`config.mk`:
```
export PLATFORM = sky130hd
export DESIGN_NAME = branch_resolve_unit
export DESIGN_NICKNAME = d
export VERILOG_FILES = /design/src/rtl/branch_resolve_unit.sv
export SDC_FILE = /design/constraint.sdc
export NUM_CORES = 1
export LEC_CHECK = 0
export ABC_AREA = 0
export BUFFER_PORTS_ARGS = -buffer_cell sky130_fd_sc_hd__buf_4
export CAP_MARGIN = 40
export CORE_ASPECT_RATIO = 2
export CORE_MARGIN = 4
export CORE_UTILIZATION = 45
export DETAILED_ROUTE_END_ITERATION = 7
export PLACE_DENSITY = 0.77
export SLEW_MARGIN = 20
export SYNTH_ARGS = -nofsm -noshare
export SYNTH_HDL_FRONTEND = slang
export SYNTH_SLANG_ARGS = --single-unit
```
`constraint.sdc`:
```
create_clock -name clk -period 2.5 [get_ports clk]
set_input_delay 0.375 -clock clk [delete_from_list [all_inputs] [get_ports clk]]
set_output_delay 0.375 -clock clk [all_outputs]
set_load 0.05 [all_outputs]
```
`src/rtl/branch_resolve_unit.sv`:
```
// -----------------------------------------------------------------------------
// branch_resolve_unit
//   Carries the BTB prediction (taken flag + predicted target) from fetch
//   through the D and E pipeline registers, checks it against the real branch
//   outcome in E, raises a mispredict with the correct redirect PC and drives
//   the BTB update port exactly once per resolved instruction.
//
// Optional feature macro: BRU_PERF_CNT_EN
//   When defined, adds saturating BranchCnt / MissCnt performance counters.
//
// Ports
//   clk, rst_n                 clock, asynchronous active-low reset
//   PredictF, PredictTargetF   BTB prediction for the instruction in F
//   StallD, FlushD             D register control
//   StallE, FlushE             E register control
//   PCE, IsBranchE, TakenE,
//   TargetE                    actual outcome of the instruction in E
//   MispredictE, RedirectPC    redirect request and correct next PC
//   UpdValid, UpdPC,
//   UpdTaken, UpdTarget        BTB update interface
//   BranchCnt, MissCnt         performance counters (BRU_PERF_CNT_EN only)
// -----------------------------------------------------------------------------
module branch_resolve_unit #(
  parameter int unsigned ADDR_W = 32,
  parameter int unsigned CNT_W  = 32
) (
  input  logic              clk,
  input  logic              rst_n,
  input  logic              PredictF,
  input  logic [ADDR_W-1:0] PredictTargetF,
  input  logic              StallD,
  input  logic              FlushD,
  input  logic              StallE,
  input  logic              FlushE,
  input  logic [ADDR_W-1:0] PCE,
  input  logic              IsBranchE,
  input  logic              TakenE,
  input  logic [ADDR_W-1:0] TargetE,
  output logic              MispredictE,
  output logic [ADDR_W-1:0] RedirectPC,
  output logic              UpdValid,
  output logic [ADDR_W-1:0] UpdPC,
  output logic              UpdTaken,
  output logic [ADDR_W-1:0] UpdTarget
`ifdef BRU_PERF_CNT_EN
  ,
  output logic [CNT_W-1:0]  BranchCnt,
  output logic [CNT_W-1:0]  MissCnt
`endif
);

  logic              pred_d_q, pred_e_q;
  logic [ADDR_W-1:0] ptgt_d_q, ptgt_e_q;
  // Set once the stalled instruction in E has already been resolved.
  logic              done_q;

  logic              misp_d, updv_d, updtk_d;
  logic [ADDR_W-1:0] redir_d;
  logic              active;

  // D register: reset > flush > stall > load
  always_ff @(posedge clk or negedge rst_n) begin
    if (!rst_n) begin
      pred_d_q <= 1'b0;
      ptgt_d_q <= '0;
    end else if (FlushD) begin
      pred_d_q <= 1'b0;
      ptgt_d_q <= '0;
    end else if (!StallD) begin
      pred_d_q <= PredictF;
      ptgt_d_q <= PredictTargetF;
    end
  end

  // E register plus the resolved-once flag, same priority order
  always_ff @(posedge clk or negedge rst_n) begin
    if (!rst_n) begin
      pred_e_q <= 1'b0;
      ptgt_e_q <= '0;
      done_q   <= 1'b0;
    end else if (FlushE) begin
      pred_e_q <= 1'b0;
      ptgt_e_q <= '0;
      done_q   <= 1'b0;
    end else if (StallE) begin
      if (updv_d || misp_d) begin
        done_q <= 1'b1;
      end
    end else begin
      pred_e_q <= pred_d_q;
      ptgt_e_q <= ptgt_d_q;
      done_q   <= 1'b0;
    end
  end

  // Reset is folded in combinationally so outputs stay low while rst_n=0
  // even though PCE/IsBranchE are live inputs.
  assign active = rst_n && !done_q;

  always_comb begin
    misp_d  = 1'b0;
    updv_d  = 1'b0;
    updtk_d = 1'b0;
    redir_d = '0;
    if (active) begin
      if (pred_e_q) begin
        if (IsBranchE && TakenE) begin
          updv_d  = 1'b1;
          updtk_d = 1'b1;
          if (ptgt_e_q != TargetE) begin
            misp_d  = 1'b1;
            redir_d = TargetE;
          end
        end else begin
          // false taken or BTB alias hit on a non-branch
          misp_d  = 1'b1;
          updv_d  = 1'b1;
          redir_d = PCE + ADDR_W'(4);
        end
      end else if (IsBranchE) begin
        updv_d = 1'b1;
        if (TakenE) begin
          updtk_d = 1'b1;
          misp_d  = 1'b1;
          redir_d = TargetE;
        end
      end
    end
  end

  assign MispredictE = misp_d;
  assign RedirectPC  = redir_d;
  assign UpdValid    = updv_d;
  assign UpdTaken    = updtk_d;
  assign UpdPC       = updv_d ? PCE     : '0;
  assign UpdTarget   = updv_d ? TargetE : '0;

`ifdef BRU_PERF_CNT_EN
  logic [CNT_W-1:0] br_cnt_q, miss_cnt_q;

  always_ff @(posedge clk or negedge rst_n) begin
    if (!rst_n) begin
      br_cnt_q   <= '0;
      miss_cnt_q <= '0;
    end else begin
      if (active && IsBranchE && (br_cnt_q != '1)) begin
        br_cnt_q <= br_cnt_q + CNT_W'(1);
      end
      if (misp_d && (miss_cnt_q != '1)) begin
        miss_cnt_q <= miss_cnt_q + CNT_W'(1);
      end
    end
  end

  assign BranchCnt = br_cnt_q;
  assign MissCnt   = miss_cnt_q;
`endif

endmodule

```
==> results of run 1 <==
## worst max-delay path by stage
stage,from,endpoint,depth (start not counted)
after global routing,ptgt_e_q[24],RedirectPC[18],9
after global placement,TargetE[24],MispredictE,9
after CTS,ptgt_e_q[26],RedirectPC[7],7
after detailed placement,TargetE[24],RedirectPC[7],9
after floorplan,rst_n,RedirectPC[26],6
final,ptgt_e_q[24],RedirectPC[7],9
## layer usage
layer	wire length (µm)	GRT usage (%)	vias up
met5	0	0	-
met4	631	9.983	0
met3	1001	3.614	46
met2	8621	45.10	179
met1	5175	25.33	2106
li1	-	-	2062
## placed cells by master (no fill, tap or decap), drive strengths merged
master and n:
buf 215, nor2 68, dfrtp 67, mux2i 66
and2 65, xor2 43, nand2 41, o22ai 32
xnor2 17, clkbuf 17, nand3 14, nor3 11
nor4 10, inv 7, nand4 6, and3 5
and4 4, clkinv 2, nor2b 2, o21a 1
o21ai 1, nor3b 1, ha 1, dlygate4sd3 1
## worst min-delay path, cell delays in order
cell                      delay, ns
sky130_fd_sc_hd__buf_4         0.07
sky130_fd_sc_hd__mux2i_1       0.05
sky130_fd_sc_hd__nor2_1        0.07
## per-stage QoR
stage / total power [mW] / TNS, ns / hold slack, ns / util (%)
global route: 3.324 / -6.467 / 0.2970 / 70.06
floorplan: 1.679 / 0 / 0.07941 / -
finish: 3.207 / -4.595 / 0.2933 / 70.06
global placement: 2.032 / 0 / 0.4997 / 63.19
detailed placement: 2.048 / 0 / 0.5088 / 63.19
CTS: 3.194 / -2.468 / 0.2910 / 66.56
## sequential cells by signal, summed over array words and instances, names as in the netlist
register	count
done_q	1
pred_d_q	1
pred_e_q	1
ptgt_d_q	32
ptgt_e_q	32
## cell families after synthesis
logic type	synth area share, %
simple gates	27.00
buf+inv	4.583
xor+xnor	11.60
fa+ha+maj	0.2760
flops	37.00
compound gates	4.969
mux	14.58
## what timing repair did
item | 4_1_cts | 5_1_grt
setup endpoints to repair | 33 | 33
cloned | 0 | 4
hold endpoints to repair | 0 | 6
hold buffers | 0 | 1
setup buffers | 0 | 3
pin swaps | 0 | 4
gates resized for setup | 13 | 36
## cell type report
cell class	instances	area (µm²)	share of cell area, %
multi-input cells	388	2840	41.52
repair buffers	219	1858	27.16
well taps	132	165.2	2.414
clock inverters	2	10.01	0.1463
clock buffers	14	264.0	3.860
flip-flops and latches	67	1677	24.51
inverters	7	26.28	0.3841
## power by group through the flow
stage                     registers (mW)  logic, mW  clock network (mW)
after floorplan                     1.17      0.506                   0
after detailed placement            1.19      0.862                   0
after global placement              1.18      0.849                   0
after CTS                           1.17      0.872                1.15
final                               1.17      0.899                1.14
after global routing                1.17      0.952                1.20
==> summary by stage, run 1 <==
Outcome
The run finished, with violations left. The final reports fail on negative setup slack.

Power and ir drop
The sequential group share of total power is between 30% and 40%. The switching portion of total power is 31.22%. Summed over all cells, the static leakage comes to between 3 and 4 nW. The part of the power in the clock network is between 30% and 40%. The combinational power share is 28.0%. Across the VDD grid, the largest voltage drop is approximately 0.0006 V. In this run the power spent charging and discharging nets is about 1 mW. For this design the ratio of total power to cell area is 468.9 mW/mm². The internal power summed over all cells is 2.206 mW.

CTS
The TritonCTS clock tree is built. The clock net in this run drives a total of 67 sinks. At the later pin of the worst-skew pair, clock insertion delay measures 0.32 ns.

In this run the clock root is driven by a sky130_fd_sc_hd__clkbuf_16. The longest clock path from root to sink contains 2 buffers. The clock tree synthesis step divided the H-tree into 3 levels. The clock transition at the registers of the reported paths is about 0.050 ns. The number of clock buffers added by TritonCTS is 9.

Finish
In the final layout, the share of cells above drive strength 1 is between 30% and 40%. 0 antenna diodes ended up in the layout. The post-layout net count is 798. The final cell count without fillers is between 800 and 900. The area growth from synthesis to layout is 50.94%. The finished cells cover approximately 0.007 mm². The filler cell count in the final layout is 800.

GRT
The number of global-route vias before repair came to 4321. The first global-routing pass estimated about 22000 µm of wire. The pin count of the biggest net entering global routing is a little under 70.

In the global route stage, overall resource usage came out at a little under a quarter. The number of antenna violations at the first check in global routing is 0. The total global routing overflow is 0.

Floorplan
The core box area is 0.009763 mm². The area enclosed by the die boundary is approximately 0.012 mm². From bottom edge to top edge, the die measures approximately 150 µm. The initial cell density of the core is a little under half.

The top-level I/O count is around 200. The floorplan has a little over 50 rows. The horizontal extent of the die is 78.96 µm.

Timing
The final hold violation count is 0. The final worst clock skew is between 0.005 and 0.006 ns. After layout, the worst setup slack is -0.1627 ns. Setup repair after global routing could not meet its margin everywhere. At the pin with the least slew margin, the transition time is 0.5743 ns. The maximum clock frequency is around 380 MHz. The fraction of the cycle the final worst path needs is 106.5%.

Setup violations remaining at the end of the flow were counted as 33. The number of max-slew violations in the final report came to 0. The worst relative slew slack is about three fifths. The shortest clock period the worst path allows after layout is ~2.7 ns.

Critical path
Across all register-to-register paths, the minimum setup slack is 1.13 ns. STA puts the critical path data required time at approximately 2.1 ns. The total buffers and inverters traversed by the critical path is 4. Broken down by cell family, the worst path's largest delay share belongs to buffers and inverters. Counting cells, the worst reg-to-reg path comes to 5. The critical path capture point type is an output port. The highest-delay cell along the critical path is sky130_fd_sc_hd__dfrtp_1. The kind of launch point of the worst setup path is a register. In this design, the critical path's most frequently occurring cell is sky130_fd_sc_hd__buf_4. The type of the worst setup path is register to output port.

The arrival time of the worst setup path is about 2.3 ns. In this design, the stage delay of the slowest critical-path cell is around 0.39 ns. The critical path goes through xor2_1, nor4_2, buf_4, nand3_4, nor3_4, buf_12, clkbuf_16, o22ai_1, buf_4. The worst register-to-register path begins at done_q. The end of the worst register-to-register path is done_q. In this run the worst path has a maximum fanout of 5.

Job
The number of violations of the max-capacitance limit is 0.

Placement
The instance area after placement is 0.006170 mm². At the end of routability-driven placement, the weighted congestion stood at between 0.8 and 0.9. The half-perimeter wire length of the detailed placement result is ~11000 µm. The count of port buffers added during placement is 203. The number of cells after detailed placement is between 800 and 900. The placement-stage worst setup slack is 0.05252 ns.

Logic synthesis
Yosys printed 0 warnings. The share of the Yosys chip area taken by registers is 37.00%. The distinct cell type count of the synthesized netlist is 35.

Yosys attributes the largest share of cell area to sky130_fd_sc_hd__dfrtp_1, sky130_fd_sc_hd__mux2i_1, sky130_fd_sc_hd__and2_1. The total nets after synthesis is between 600 and 700. The fraction of synthesized cell area taken by the top area cell type is 37.00%. Yosys mapped a number of flops with a built-in enable equal to 0. The number of cells produced by synthesis is approximately 500. Summing every instance area after synthesis gives about 0.0045 mm². The synthesized design spends more area on one cell type than any other, namely sky130_fd_sc_hd__dfrtp_1. The per-instance average area after synthesis is ~9.1 µm². Sorting the synthesized cells by how often they occur yields sky130_fd_sc_hd__nor2_1, sky130_fd_sc_hd__dfrtp_1, sky130_fd_sc_hd__mux2i_1. The most frequent cell after synthesis is sky130_fd_sc_hd__nor2_1.

In the synthesized netlist the dominant register cell turns out to be sky130_fd_sc_hd__dfrtp_1. Counting flops and latches in the post-synthesis netlist gives 67. Counting flops with an async set or reset pin after synthesis yields a share of between 90% and 100%.

Hold path
The worst hold path passes through 3 cells. The worst hold path begins at PredictTargetF[10]. The path with the worst hold slack has its endpoint at ptgt_d_q[10]. The tightest min-delay check is of the primary input to register type.

Detailed routing
The number of vias after detailed routing is ~4400. Summed over all layers, the routed wires come to between 15000 and 20000 µm. The remaining antenna violation count after routing is 0. The number of remaining DRC errors is 0.

Using the TritonRoute via totals, the vias-per-cell ratio works out to between 5 and 6. The DRC marker count from the first detailed-route iteration is around 170. The mean routed wirelength per cell is 18.61 µm. The first TritonRoute pass finished after 4 iterations.
No activity file was read; power rests on OpenSTA's default activity.
==> inputs of run 2 (changes only) <==
--- a/config.mk
+++ b/config.mk
@@ -10,9 +10,10 @@
 export CAP_MARGIN = 40
 export CORE_ASPECT_RATIO = 2
 export CORE_MARGIN = 4
-export CORE_UTILIZATION = 45
+export CORE_UTILIZATION = 43
 export DETAILED_ROUTE_END_ITERATION = 7
 export PLACE_DENSITY = 0.77
+export REMOVE_ABC_BUFFERS = 1
 export SLEW_MARGIN = 20
 export SYNTH_ARGS = -nofsm -noshare
 export SYNTH_HDL_FRONTEND = slang
==> constraint.sdc (replaced) <==
create_clock -name clk -period 2.15 [get_ports clk]
set_input_delay 0.3225 -clock clk [delete_from_list [all_inputs] [get_ports clk]]
set_output_delay 0.3225 -clock clk [all_outputs]
set_load 0.05 [all_outputs]
==> summary by stage, run 2 (synthesis results as in run 1) <==
Critical path
The delay of the slowest cell on the worst path is ~0.4 ns. In this run the critical register-to-register path is launched from done_q. The slowest stage of the critical path belongs to the cell sky130_fd_sc_hd__dfrtp_1. The flop-to-flop setup slack is around 0.8 ns. The arrival time of the worst setup path is 2.45 ns.

The cell seen most often among critical-path stages is sky130_fd_sc_hd__buf_6. The critical path capture point type is an output port. The data required time at the worst endpoint is around 1.8 ns.

The cell depth of the worst flop-to-flop path is 5. The largest fanout on the critical path is 5. Together, buffers and inverters on the worst path number 4. The signal on the critical path passes through xor2_1, nor4_2, buf_4, nand4_1, nor3_4, buf_6, clkbuf_16, o22ai_2, buf_6. STA classifies the critical path startpoint as a register. The critical path's top delay family is simple AND/OR/NAND/NOR gates.

The worst setup path is of the register to output port kind. In this run the critical register-to-register path is captured at done_q.

Detailed routing
The first routing iteration left 147 violations. Dividing the detail-routed via count by the number of cells gives between 5 and 6. The remaining antenna violation count after routing is 0.

For this run, the detailed router's first-pass iteration total came to 4. For this block, the routed nets add up to about 17000 µm of wire. The number of vias after detailed routing is 4632. The mean routed wirelength per cell is 19.04 µm. For this run, design rule violations remaining after detail routing come to 0.

Finish
In the layout the commonest cells are sky130_fd_sc_hd__buf_4, sky130_fd_sc_hd__nor2_1, sky130_fd_sc_hd__dfrtp_1. In the final layout, the registers with the most flip-flops are ptgt_d_q x32, ptgt_e_q x32. Cells fill 70.25% of the core in the end. The share of final-layout standard cells stronger than drive strength 1 is 42.61%.

For this run, the post-layout net count is 846. For this run, the number of standard cells in the final layout without fillers is a little under 900. The area growth from synthesis to layout is 58.34%.

The library cell used most frequently in the layout, excluding fill and tap cells, is sky130_fd_sc_hd__buf_4. The final antenna diode count is 0.

GRT
The pin count of the biggest net entering global routing is 68. The total global routing overflow is 0. The number of antenna violations at the first check in global routing was 0. In the global route stage, overall resource usage came out at around a quarter. The number of global-route vias before repair came to 4836. The global-route wire length before repair is 24710 µm.

Timing
Setup violations remaining at the end of the flow were counted as 33. The final worst clock skew is just over 0.005 ns. Setup slack on the critical path of the routed design comes to -0.6187 ns. Derived from the worst setup path, the maximum achievable clock frequency is 361.2 MHz. Summed over all failing endpoints, the final setup total negative slack is -19.18 ns. The final hold violation count is 0. The worst hold slack is roughly 0.028 ns. Setup repair after global routing could not meet its margin everywhere. The smallest clock period supported by the final layout is computed as 2.769 ns. The number of max-slew violations in the final report is 0. The fraction of the cycle the final worst path needs is 128.8%. For the pin with the worst max-slew slack, the measured transition is around 0.63 ns. The worst relative slew slack is about three fifths.

Placement
The routability congestion estimate is 0.8912. The number of cells after detailed placement is 854. The half-perimeter wire length of the detailed placement result is about 12000 µm. The count of port buffers added during placement is approximately 200.

Floorplan
The horizontal extent of the die is around 81 µm. In this run the core area contains 52 standard-cell rows. The die is between 150 and 200 µm tall.

The area enclosed by the die boundary is between 0.01 and 0.015 mm². The initial cell density of the core is roughly 44%. For this design the top-level I/O count stands at ~200. The core region is around 0.010 mm².

Outcome
The run finished, with violations left. The checks that failed: negative setup slack.

CTS
Clock-pin slew was measured on the worst setup and hold paths at 0.05 ns. TritonCTS built the clock tree. Counting every sink on the clock net gives 67. The largest buffer count on any clock path is 2.

The number of clock buffers added by TritonCTS is 9. Clock latency on the worst-skew pair, taken at its later pin, is between 0.3 and 0.4 ns. The cell sitting at the root of the clock tree is a sky130_fd_sc_hd__clkbuf_16. The hold buffer count at cts is 0. The H-tree depth is 3.

Job
The number of violations of the max-capacitance limit is 0.

Power and ir drop
Power spread over the standard cell area amounts to roughly 550 mW/mm². Across the VDD grid, the largest voltage drop is between 0.0004 and 0.0005 V. For this design the static power due to leakage is 3.671 nW.

Hold path
In this run the worst hold path is classified as primary input to async pin.
-- run 2: area by class of cell --
type	count	area, µm²
fill	768	3039
multi-input combinational	388	2800
timing repair buffer	267	2208
sequential	67	1677
clock buffer	13	260.3
tap	135	168.9
clock inverter	2	35.03
inverter	7	26.28
-- run 2: worst max path at each step --
stage | start | end | slack (ns) | cells after the start
2_1_floorplan | done_q | MispredictE | -1.69 | 4
3_3_place_gp | TargetE[26] | RedirectPC[0] | -0.37 | 8
3_5_place_dp | TargetE[26] | RedirectPC[1] | -0.34 | 8
4_1_cts | ptgt_e_q[6] | RedirectPC[1] | -0.58 | 8
5_1_grt | ptgt_e_q[3] | RedirectPC[20] | -0.71 | 9
6_report | ptgt_e_q[5] | RedirectPC[20] | -0.62 | 9
-- run 2: metrics by stage --
step	cell area [µm²]	worst slack (ns)	power, mW
after global placement	6515	-0.3654	2.423
final	7176	-0.6187	3.916
after CTS	6824	-0.5814	3.913
after detailed placement	6515	-0.3445	2.446
after floorplan	4350	-1.693	1.897
after global routing	7176	-0.7140	4.077
-- run 2: report_power, final --
group,switching [mW],internal (mW),total (mW),leakage (nW)
Sequential,0.0357,1.32,1.35,0.905
Clock,0.497,0.953,1.45,0.146
Combinational,0.657,0.456,1.11,2.62
Total,1.19,2.73,3.92,3.67
-- run 2: routing by layer --
metal	vias to the layer above	wire, µm	track usage [%]
met5	-	0	0
met4	0	762	13.54
met2	191	9396	47.15
li1	2154	-	-
met1	2239	5741	27.94
met3	48	838	3.062
-- run 2: worst reg2reg max path: stages, from the launching register on --
cell and delay [ns]:
sky130_fd_sc_hd__dfrtp_1 0.38, sky130_fd_sc_hd__nor2b_2 0.15, sky130_fd_sc_hd__o21a_2 0.29, sky130_fd_sc_hd__buf_12 0.20, sky130_fd_sc_hd__nor2_1 0.06, sky130_fd_sc_hd__nor3b_1 0.17
-- run 2: what timing repair did --
action,in CTS,in global routing
endpoints found under the setup margin,33,69
pin swaps,2,5
hold endpoints to repair,0,0
setup buffers,0,7
gates resized for setup,3,46
gates cloned,0,3
==> inputs of run 3 (changes only) <==
--- a/config.mk
+++ b/config.mk
@@ -18,3 +18,4 @@
 export SYNTH_ARGS = -nofsm -noshare
 export SYNTH_HDL_FRONTEND = slang
 export SYNTH_SLANG_ARGS = --single-unit
+export TNS_END_PERCENT = 5
==> summary by stage, run 3 (synthesis results as in run 1) <==
Timing
Between clock sinks in the finished design, the worst skew comes to between 0.006 and 0.007 ns. The final count of negative-setup-slack endpoints is 33. Headroom to the max-slew limit came out at about three fifths. The number of max-slew violations in the final report was 0.

The fraction of the cycle the final worst path needs is 128.9%. Setup repair after global routing could not meet its margin everywhere. Derived from the worst setup path, the maximum achievable clock frequency is about 360 MHz.

The shortest clock period the worst path allows after layout is about 2.8 ns. The final hold violation count came to 0. The transition at the pin with the smallest max-transition slack is around 0.63 ns.

The post-layout worst setup margin is -0.6207 ns.

Finish
Leaving out fill and tap cells, the most frequent cells in the layout are sky130_fd_sc_hd__buf_4, sky130_fd_sc_hd__nor2_1, sky130_fd_sc_hd__dfrtp_1. The final instance area is 0.007153 mm². The final antenna diode count is 0. The final cell count without fillers is between 800 and 900.

In the final layout, the share of cells above drive strength 1 is 42.38%. The net count of the finished layout is around 840. The area growth from synthesis to layout is 57.84%. The largest registers in the layout are ptgt_d_q x32, ptgt_e_q x32. The commonest non-fill, non-tap cell in the layout is sky130_fd_sc_hd__buf_4.

Job
The number of violations of the max-capacitance limit is 0.

Power and ir drop
Sequential cells burn between 30 and 40% of the power. The clock network is responsible for approximately 37% of the overall power. The maximum resistive drop on vdd is about 0.00048 V.

The internal power summed over all cells is roughly 2.7 mW. The static power due to leakage is approximately 3.7 nW. In this run the power spent charging and discharging nets is 1.194 mW. The share of total power dissipated in combinational logic is between 20% and 30%.

The power density over the cells is roughly 550 mW/mm². The switching portion of total power is between 30% and 40%.

Placement
The routability congestion estimate is approximately 0.9. After detailed placement, the total cell area comes to 0.006515 mm². During placement, the flow inserted port buffers numbering about 200. Counting tap cells, the placed design contains a total of about 850 instances.

Summed over all nets, the half-perimeter wirelength after detailed placement is 12200 µm.

Detailed routing
The detail route stage leaves a number of antenna-violating nets equal to 0. The DRC marker count from the first detailed-route iteration is between 100 and 150. After detailed routing, the number of vias per cell comes to approximately 5.3. Summed over all layers, the routed wires come to roughly 17000 µm. Before antenna repair, the detailed router went through 4 iterations. After detailed routing, the average wire length per cell comes to 19.03 µm. For this run, design rule violations remaining after detail routing come to 0. The number of vias after detailed routing is ~4600.

CTS
Counting along the longest clock path gives a buffer depth of 2. The clock net in this run drives a total of 67 sinks. The root buffer cell chosen for the clock tree is sky130_fd_sc_hd__clkbuf_16. The H-tree generated during clock tree synthesis spans 3 levels. The clock latency reported for the late side of the worst-skew pair is around 0.32 ns. TritonCTS created 9 clock buffers. TritonCTS built the clock tree. The clock transition at the registers of the reported paths is roughly 0.060 ns.

Critical path
The arrival time of the worst setup path is around 2.5 ns. The type of the worst setup path is register to output port. The critical path capture point type is an output port.

Together, buffers and inverters on the worst path number 4. The worst setup path is launched from a register. In this run the worst path has a maximum fanout of 5. The highest-delay cell along the critical path is sky130_fd_sc_hd__dfrtp_1. The critical path's top delay family is simple AND/OR/NAND/NOR gates. The data required time at the worst endpoint is ~1.8 ns. Counting stages on the worst path, the most repeated cell is sky130_fd_sc_hd__buf_6. Traced cell by cell, the critical path runs through xor2_1, nor4_1, buf_4, nand4_1, nor3_4, buf_6, clkbuf_16, o22ai_2, buf_6. On the worst path, the slowest cell contributes a delay of slightly below 0.4 ns.

Outcome
The checks that failed: negative setup slack. The run finished, with violations left.

Floorplan
The initial cell density of the core is roughly 44%. Pin placement for this block handled around 200 I/O pins. The die covers about 0.012 mm².

The floorplan step set the die width to 80.59 µm. The core region is approximately 0.010 mm². In this run the vertical extent of the chip is 153.2 µm.

The floorplan has 52 rows.

GRT
The total global routing overflow is 0. The number of global-route vias before repair came to 4834. The number of antenna violations at the first check in global routing is 0. Entering global routing, the biggest net connects 68 pins. The global-route wire length before repair is 24710 µm.

The aggregate global-route resource usage is 25.79%.

Hold path
The worst min-delay path category is primary input to async pin.
-- run 3: cell types whose count changed in the layout (fill, tap and decap cells not counted) --
| cell | before | now |
|---|---|---|
| sky130_fd_sc_hd__buf_4 | 234 | 231 |
-- run 3: through the flow --
stage	hold WS (ns)	power (mW)	utilization, %	TNS (ns)	worst slack (ns)
2_1_floorplan	0.02691	1.897	-	-68.91	-1.693
3_3_place_gp	0.4967	2.423	63.78	-11.30	-0.3654
4_1_cts	0.2322	3.913	66.81	-18.22	-0.5814
6_report	0.02642	3.917	70.03	-19.24	-0.6207
3_5_place_dp	0.5112	2.446	63.78	-10.41	-0.3445
5_1_grt	0.05228	4.071	70.03	-22.46	-0.7140
-- run 3: layer usage --
| layer | GRT usage (%) | part of all wire, % |
|---|---|---|
| met1 | 27.94 | 35 |
| met2 | 47.15 | 56 |
| met3 | 3.062 | 5.1 |
| met4 | 13.54 | 4.5 |
| met5 | 0 | 0 |
-- run 3: power by group through the flow --
stage               logic, mW  clock network [mW]  registers, mW
global placement         1.05                   0           1.37
global route             1.17                1.54           1.36
CTS                      1.08                1.48           1.35
finish                   1.11                1.46           1.35
floorplan               0.533                   0           1.36
detailed placement       1.07                   0           1.37
-- run 3: final timing paths --
check / start / to / slack [ns] / depth (start not counted)
worst min register to register: ptgt_d_q[10] / ptgt_d_q[10] / 0.52 / 2
worst min-delay path: rst_n / done_q / 0.03 / 2
worst max register to register: done_q / done_q / 0.80 / 5
min in group clk: PredictTargetF[7] / ptgt_d_q[7] / 0.24 / 3
worst max-delay path: ptgt_e_q[13] / RedirectPC[20] / -0.62 / 9
max in group asynchronous: rst_n / ptgt_d_q[6] / 1.57 / 3
-- run 3: cell type report --
cell class	count	area, µm²
Inverter	7	26.28
Sequential cell	67	1677
Tap cell	135	168.9
Clock buffer	13	260.3
Multi-Input combinational cell	388	2800
Clock inverter	2	35.03
Fill cell	771	3062
Timing Repair Buffer	264	2186
-- run 3: what timing repair did --
action	CTS	global route
pin swaps	2	5
hold buffers	0	0
cloned	0	3
gates resized for setup	3	46
endpoints found under the hold margin	0	0
setup buffers	0	4
endpoints found under the setup margin	33	69
